==> src/rtl/loader_pkg.sv <==
// Shared types and constants for the program loader.
// Imported by the loader top and its byte assembler.
package loader_pkg;

    localparam int DEPTH          = 1024;
    localparam int ADDR_W         = 10;
    localparam int BYTES_PER_WORD = 4;

    typedef enum logic [2:0] {
        S_LEN0,
        S_LEN1,
        S_DATA,
        S_CHK,
        S_DONE,
        S_ERR
    } loader_state_t;

endpackage

==> src/rtl/byte_assembler.sv <==
// Packs accepted stream bytes into little-endian 32-bit words.
// word_valid_o pulses combinationally with the 4th byte of a word.
module byte_assembler
    import loader_pkg::*;
(
    input  logic        clk,
    input  logic        rst,
    input  logic        clr_i,
    input  logic        byte_valid_i,
    input  logic [7:0]  byte_i,
    output logic [31:0] word_o,
    output logic        word_valid_o
);

    logic [1:0]  cnt_q;
    logic [23:0] sh_q;

    // Byte counter and low three bytes, shifted in LSB-first
    always_ff @(posedge clk) begin
        if (!rst || clr_i) begin
            cnt_q <= '0;
            sh_q  <= '0;
        end else if (byte_valid_i) begin
            cnt_q <= cnt_q + 2'd1;
            sh_q  <= {byte_i, sh_q[23:8]};
        end
    end

    assign word_valid_o = byte_valid_i && (cnt_q == 2'd3);
    assign word_o       = {byte_i, sh_q};

endmodule

==> src/rtl/prog_loader.sv <==
// Loads a checksummed program image into instruction memory,
// holding the core in reset until the image is verified.
module prog_loader
    import loader_pkg::*;
#(
    parameter int DEPTH  = loader_pkg::DEPTH,
    parameter int ADDR_W = loader_pkg::ADDR_W
) (
    input  logic              clk,
    input  logic              rst,
    input  logic [7:0]        in_data,
    input  logic              in_valid,
    output logic              in_ready,
    input  logic              restart,
    output logic [ADDR_W-1:0] mem_addr,
    output logic [31:0]       mem_data,
    output logic              mem_wren,
    output logic              cpu_rst,
    output logic              done,
    output logic              error,
    output logic [ADDR_W:0]   words_loaded
);

    localparam logic [15:0]   DEPTH16 = 16'(DEPTH);
    localparam logic [ADDR_W:0] ONE   = 1;

    loader_state_t     state_q, state_d;
    logic [7:0]        len_hi_q, len_hi_d;
    logic [ADDR_W:0]   n_q, n_d;
    logic [7:0]        xor_q, xor_d;
    logic [ADDR_W:0]   wl_q, wl_d;
    logic [ADDR_W-1:0] addr_q, addr_d;
    logic [31:0]       data_q, data_d;
    logic              wren_q, wren_d;

    logic        accept;
    logic        byte_valid;
    logic [31:0] word;
    logic        word_valid;
    logic [15:0] len_full;
    logic [ADDR_W:0] wl_inc;

    assign in_ready = rst && (state_q == S_LEN0 || state_q == S_LEN1 ||
                              state_q == S_DATA || state_q == S_CHK);
    // A byte alongside restart is dropped so the new frame starts clean
    assign accept     = in_valid && in_ready && !restart;
    assign byte_valid = accept && (state_q == S_DATA);
    assign len_full   = {len_hi_q, in_data};
    assign wl_inc     = wl_q + ONE;

    byte_assembler u_asm (
        .clk         (clk),
        .rst         (rst),
        .clr_i       (restart),
        .byte_valid_i(byte_valid),
        .byte_i      (in_data),
        .word_o      (word),
        .word_valid_o(word_valid)
    );

    // Frame FSM: length, payload with running XOR, checksum
    always_comb begin
        state_d  = state_q;
        len_hi_d = len_hi_q;
        n_d      = n_q;
        xor_d    = xor_q;
        wl_d     = wl_q;
        addr_d   = addr_q;
        data_d   = data_q;
        wren_d   = 1'b0;
        if (restart) begin
            state_d = S_LEN0;
            xor_d   = '0;
            wl_d    = '0;
        end else if (accept) begin
            unique case (state_q)
                S_LEN0: begin
                    len_hi_d = in_data;
                    state_d  = S_LEN1;
                end
                S_LEN1: begin
                    if (len_full == 16'd0) begin
                        state_d = S_CHK;
                    end else if (len_full > DEPTH16) begin
                        state_d = S_ERR;
                    end else begin
                        n_d     = len_full[ADDR_W:0];
                        state_d = S_DATA;
                    end
                end
                S_DATA: begin
                    xor_d = xor_q ^ in_data;
                    if (word_valid) begin
                        wren_d = 1'b1;
                        data_d = word;
                        addr_d = wl_q[ADDR_W-1:0];
                        wl_d   = wl_inc;
                        if (wl_inc == n_q) begin
                            state_d = S_CHK;
                        end
                    end
                end
                S_CHK: begin
                    state_d = (in_data == xor_q) ? S_DONE : S_ERR;
                end
                default: ;
            endcase
        end
    end

    // State, counters and registered memory write port
    always_ff @(posedge clk) begin
        if (!rst) begin
            state_q  <= S_LEN0;
            len_hi_q <= '0;
            n_q      <= '0;
            xor_q    <= '0;
            wl_q     <= '0;
            addr_q   <= '0;
            data_q   <= '0;
            wren_q   <= 1'b0;
        end else begin
            state_q  <= state_d;
            len_hi_q <= len_hi_d;
            n_q      <= n_d;
            xor_q    <= xor_d;
            wl_q     <= wl_d;
            addr_q   <= addr_d;
            data_q   <= data_d;
            wren_q   <= wren_d;
        end
    end

    assign mem_addr     = addr_q;
    assign mem_data     = data_q;
    assign mem_wren     = wren_q;
    assign words_loaded = wl_q;
    assign done         = (state_q == S_DONE);
    assign error        = (state_q == S_ERR);
    assign cpu_rst      = (state_q != S_DONE);

endmodule

==> config.mk <==
export PLATFORM = sky130hd
export DESIGN_NAME = prog_loader
export DESIGN_NICKNAME = d
export VERILOG_FILES = /design/src/rtl/loader_pkg.sv /design/src/rtl/byte_assembler.sv /design/src/rtl/prog_loader.sv
export SDC_FILE = /design/constraint.sdc
export NUM_CORES = 1
export LEC_CHECK = 0
export CORE_ASPECT_RATIO = 0.8
export CORE_UTILIZATION = 50
export CTS_BUF_LIST = sky130_fd_sc_hd__clkbuf_8
export DETAILED_ROUTE_END_ITERATION = 16
export PLACE_DENSITY = 0.75
export SYNTH_ARGS = -nofsm -noshare
export SYNTH_HDL_FRONTEND = slang
export SYNTH_SLANG_ARGS = --single-unit
==> constraint.sdc <==
create_clock -name clk -period 2.85 [get_ports clk]
set_input_delay 0.285 -clock clk [delete_from_list [all_inputs] [get_ports clk]]
set_output_delay 0.285 -clock clk [all_outputs]
set_load 0.02 [all_outputs]
==> results.yml, run 1 <==
status:
  status: "complete, no violations"
power_and_ir_drop:
  vdd_drop_max_v: 0.000203
  leakage_nw: 1.84
  total_power_mw: 2.49
  pwr_density_cell_nw_per_um2: 454
placement:
  gp_congestion: 0.844
  place_ws_ns: 0.396
  dp_hpwl_um: 7310
  place_inst: 684
  place_area_um2: 5310
  port_buffers: 69
sta:
  setup_viol: 0
  layout_setup_ws_ns: 0.613
  maxSlewViolCount: 0
  min_period_ns: 2.24
  fmax_mhz: 447
  whs_ns: 0.462
  setup_tns_ns: 0
  finalHoldViolCount: 0
  period_share_pct: 78.5
  rsz0062_at_grt: "no"
  fin_skew_ns: 0.0121
  relSlewSlack_pct: 41.7
  worst_slew_pin_slew_ns: 0.872
worst_setup_path:
  path_cells: "clkdlybuf4s50_1, buf_4, nor2b_1, clkdlybuf4s50_1"
  path_delay_family: "buffers and inverters"
  setup.worst_path.start_class: "primary input"
  rrSetupSlack_ns: 0.79
  crit_arrival_ns: 1.95
  path_buf_inv: 3
  worstPathRequired_ns: 2.57
  critical-path-slowest-cell: "clkdlybuf4s50_1"
  path_max_fanout: 26
  critPathKind: "primary input to output port"
  regToRegEndpoint: "state_q[0]"
  endpoint_kind: "output port"
  reg2reg_from: "words_loaded[0]"
  r2r.worst_path.cells: 7
  cp_common_cell: "clkdlybuf4s50_1"
  critical_path.max_stage_delay_ns: 0.61
synth:
  syn_avg_cell_area_um2: 8.65
  synth.distinct_cells: 41
  synth_area_um2: 4550
  synthTopCellsByArea: "dfxtp_1, nand2_1, a21boi_0, mux2i_1, xor2_1"
  syn-num-nets: 540
  synth_ff_type: "dfxtp_1"
  ys_ff_latch: 110
  netlist_instances: 526
  yosys_warnings: 0
  synth_top_area_cell: "dfxtp_1"
  ys_seq_area_share_pct: 48.4
  async_flop_share_pct: 0
  synth_edf_count: 0
  synth_top_area_share_pct: 48.4
routing:
  wl_um: 10200
  drc_errors: 0
  viasPerCell: 5.19
  drt_iter0_drc: 235
  wire_per_inst_um: 14.6
  drtPass1Iterations: 5
  ant_nets: 0
  vias: 3630
clock_network:
  cts-root-buf: "clkbuf_8"
  post-cts-setup-buffer-count: 0
  ctsResizeCount: 0
  cts_max_level: 3
  numCtsBuffers: 9
  clk_pin_slew_ns: 0.10
  clkSinkCount: 110
  cts_tree: "yes"
  cts_buffer_depth: 2
  cts_hold_buf: 0
  clock_latency_ns: 0.37
grt:
  grt-ovfl-total: 0
  grt_pass1_wl_um: 16900
  grt_max_degree: 45
  antenna_found_initial: 0
  gr-usage-all-layers_pct: 23.2
  grt_pass1_vias: 3426
worst_hold_path:
  hold_depth: 2
  hold_class: "flip-flop to flip-flop"
  min_to: "u_asm.sh_q[1]"
  worstHoldStart: "u_asm.sh_q[1]"
layout:
  design_area_um2: 5480
  area_growth_pct: 20.4
  fin_util_pct: 63.2
  nets: 597
  num_antenna_cells: 0
  drive_gt1_share_pct: 5.27
  final_cells: 700
floorplanning:
  start_util_pct: 52.5
  dieHeight_um: 87.3
  ios: 70
  dieWidth_um: 109
  die_area_um2: 9490
  row_count: 30
  core_um2: 8670
run:
  maxCapViolations: 0
## placed cells by master (no fill, tap or decap), drive strengths merged, types with 3 or more instances in the layout
| master | n |
|---|---|
| clkdlybuf4s50 | 69 |
| xor2 | 24 |
| clkinv | 3 |
| nor3 | 4 |
| dfxtp | 110 |
| a21boi | 43 |
| nor2b | 22 |
| clkbuf | 9 |
| o21ai | 8 |
| nand3 | 7 |
| inv | 8 |
| nand2 | 145 |
| a21oi | 30 |
| nor4 | 4 |
| nor2 | 23 |
| buf | 11 |
| mux2i | 21 |
| or3 | 4 |
| nor3b | 4 |
| xnor2 | 14 |
## synthesized netlist by cell type (all sizes together) (2+ instances only)
cell type	n
a21boi	43
a21oi	30
a31oi	2
buf	14
clkbuf	20
dfxtp	110
ha	2
inv	5
mux2i	21
nand2	145
nand2b	2
nand3	7
nand4	2
nand4b	2
nor2	23
nor2b	22
nor3	4
nor3b	4
nor4	4
o21ai	8
o22ai	2
o31ai	2
or3	4
or4	2
xnor2	14
xor2	24
## worst register-to-register path, stage by stage, from the launching register on
cell	delay, ns
dfxtp_1	0.53
ha_1	0.31
nand3_1	0.18
nor2_1	0.28
nand3_1	0.14
o22ai_1	0.15
nand4b_1	0.15
a211oi_1	0.24
## sequential cells by signal, indices dropped and copies added, names as in the netlist
signal,count
mem_addr,10
mem_data,32
n_q,11
mem_wren,1
u_asm.sh_q,24
state_q,3
xor_q,8
words_loaded,11
u_asm.cnt_q,2
len_hi_q,8
## kinds of logic after synthesis
family | share of synthesized area [%]
AOI/OAI and AO/OA | 12.7
xor gates and xnor gates | 7.31
adders and majority gates | 0.550
buffers and inverters | 3.82
DFF | 48.4
muxes | 4.87
and+or+nand+nor | 22.4
## power by group
part           switching (mW)  leakage, nW  internal, mW
Clock                   0.517       0.0932         0.314
Combinational          0.0625        0.856        0.0485
Sequential            0.00604        0.886          1.54
## worst max-delay path by stage
stage | start | end | slack, ns | cells after the start
global placement | in_data[2] | n_q[5] | 0.55 | 8
finish | rst | in_ready | 0.61 | 4
CTS | rst | in_ready | 0.61 | 4
floorplan | words_loaded[0] | state_q[0] | 1.03 | 7
global route | rst | in_ready | 0.55 | 4
detailed placement | in_data[3] | n_q[0] | 0.40 | 8
## routing by layer
metal	global-route usage, %	vias up	part of all wire [%]	routed length [um]
met4	6.14	0	0.85	87
met5	0	-	0	0
met1	32.6	1692	49	5050
met3	5.98	10	4.6	467
met2	35.4	92	45	4620
li1	-	1836	-	-
## area by class of cell
class / count / area, um^2
clock buffers: 9 / 124
fillers: 797 / 3190
multi-input cells: 377 / 2180
inverters: 5 / 18.8
well taps: 112 / 140
repair buffers: 80 / 773
flip-flops and latches: 110 / 2200
clock inverters: 7 / 45.0
(Power assumes the default switching activity.)
==> run 2, diff against run 1 <==
==> constraint.sdc (replaced) <==
create_clock -name clk -period 2.1 [get_ports clk]
set_input_delay 0.21 -clock clk [delete_from_list [all_inputs] [get_ports clk]]
set_output_delay 0.21 -clock clk [all_outputs]
set_load 0.02 [all_outputs]
==> run 2 against run 1 <==
Critical path depth is 3 higher. Die area stayed put. Register-to-register slack worse by 0.65 ns. Final area is 3.7% higher. Wire length is 1.1% higher. Count of clock-buffer cells in the layout is 1 higher. Combinational power is 50% higher. Global-route usage is 0.065 points lower. First-iteration DRC count is 3.8% lower. Sequential cell count stayed put. Clock skew is 0.0023 ns higher. Sequential share of layout area is 1.4 points lower.
==> results.yml, run 2 (synthesized netlist as in run 1, its figures left out) <==
layout:
  fillers: 754
  final_cell_mix: "nand2_1, dfxtp_1, clkdlybuf4s50_1"
  nets: 614
  num_antenna_cells: 0
  largest_reg_flops: 32
  area_growth_pct: 24.9
  drive_gt1_share_pct: 8.60
  final_common_cell: "nand2_1"
  final_cells: 717
routing:
  drc_errors: 0
  ant_nets: 0
  wire_per_inst_um: 14.4
  wl_um: 10300
  met3_length_um: 489
  drt-met1-wl_um: 5180
  vias: 3690
  highest_layer: "met4"
  drt_iter0_drc: 226
  route.met2.wl_um: 4540
  viasPerCell: 5.15
  drtPass1Iterations: 4
placement:
  place_ws_ns: -0.0560
  port_buffers: 69
  place_inst: 701
  dp_hpwl_um: 7280
  gp_congestion: 0.868
sta:
  rsz0062_at_grt: "no"
  whs_ns: 0.464
  min_period_ns: 1.96
  maxSlewViolCount: 0
  fin_skew_ns: 0.0144
  finalHoldViolCount: 0
  worst_slew_pin_slew_ns: 0.484
  relSlewSlack_pct: 67.8
  layout_setup_ws_ns: 0.144
  setup_viol: 0
  fmax_mhz: 511
  setup_tns_ns: 0
  period_share_pct: 93.1
status:
  status: "complete, no violations"
power_and_ir_drop:
  pwr-share-clk_pct: 37.2
  p_comb_share_pct: 4.6
  power.internal_mw: 2.78
  swShare_pct: 23.1
  p_seq_share_pct: 58.2
  vdd_drop_max_v: 0.000339
  leakage_nw: 1.96
  p_sw_uw: 834
  pwr_density_cell_nw_per_um2: 635
worst_hold_path:
  hold_depth: 2
  hold_class: "flip-flop to flip-flop"
  worstHoldStart: "u_asm.sh_q[1]"
  min_to: "u_asm.sh_q[1]"
grt:
  grt_pass1_vias: 3513
  grt_pass1_wl_um: 17000
  grt-ovfl-total: 0
  gr-usage-all-layers_pct: 23.2
  antenna_found_initial: 0
  grt_max_degree: 61
floorplanning:
  core_um2: 8670
  die_area_um2: 9490
  dieHeight_um: 87.3
  start_util_pct: 52.5
  dieWidth_um: 109
  row_count: 30
  ios: 70
clock_network:
  cts_buffer_depth: 2
  cts_hold_buf: 0
  cts_tree: "yes"
  clkSinkCount: 110
  cts_max_level: 3
  clock_latency_ns: 0.37
  cts-root-buf: "clkbuf_8"
  clk_pin_slew_ns: 0.10
  numCtsBuffers: 9
worst_setup_path:
  rrSetupSlack_ns: 0.14
  path_max_fanout: 5
  worstPathRequired_ns: 2.39
  critPathKind: "flip-flop to flip-flop"
  crit_arrival_ns: 2.25
  endpoint_kind: "flip-flop"
  r2r.worst_path.cells: 7
  setup.worst_path.start_class: "flip-flop"
  regToRegEndpoint: "state_q[0]"
  reg2reg_from: "words_loaded[0]"
run:
  maxCapViolations: 0
run 2: power by group through the flow:
stage / Sequential, mW / Combinational [mW] / Clock (mW)
after floorplan: 2.15 / 0.0872 / 0
after global placement: 2.15 / 0.163 / 0
after detailed placement: 2.15 / 0.166 / 0
after CTS: 2.10 / 0.167 / 1.37
after global routing: 2.10 / 0.180 / 1.46
final: 2.10 / 0.167 / 1.34
run 2: cell type report:
| type | instances | area (um^2) | share of cell area, % |
|---|---|---|---|
| Timing Repair Buffer | 97 | 928 | 16.3 |
| Sequential cell | 110 | 2200 | 38.7 |
| Clock buffer | 10 | 138 | 2.42 |
| Tap cell | 112 | 140 | 2.46 |
| Multi-Input combinational cell | 377 | 2180 | 38.4 |
| Inverter | 5 | 18.8 | 0.330 |
| Clock inverter | 6 | 77.6 | 1.36 |
run 2: worst max-delay path by stage:
stage	endpoint	start	slack, ns
after floorplan	state_q[0]	words_loaded[0]	0.28
after global placement	n_q[5]	in_data[0]	0.02
after detailed placement	n_q[8]	in_data[3]	-0.06
after CTS	error	state_q[0]	0.01
after global routing	state_q[0]	words_loaded[0]	0.03
final	state_q[0]	words_loaded[0]	0.14
run 2: critical path, cell delays in order (launching register included):
cell and delay, ns:
dfxtp_1 0.45, ha_1 0.29, nand3_1 0.20, nor2_2 0.25, nand3_1 0.12, o22ai_1 0.14, nand4b_1 0.16, a211oi_1 0.26
run 2: layer usage:
layer	global-route usage [%]	vias to the layer above
met5	0	-
met2	35.9	97
met3	4.94	12
met1	31.8	1713
li1	-	1868
met4	8.48	0
run 2: timing repair:
item / CTS / global route
buffers inserted: 0 / 0
endpoints found under the setup margin: 0 / 2
endpoints found under the hold margin: 0 / 0
gates resized for setup: 0 / 2
run 2: per-stage QoR:
stage	total power, mW	utilization, %	cell area (um^2)
after floorplan	2.23	-	4550
after global placement	2.31	63.0	5470
after detailed placement	2.32	63.0	5470
after CTS	3.64	65.5	5680
after global routing	3.74	65.6	5690
final	3.61	65.6	5690
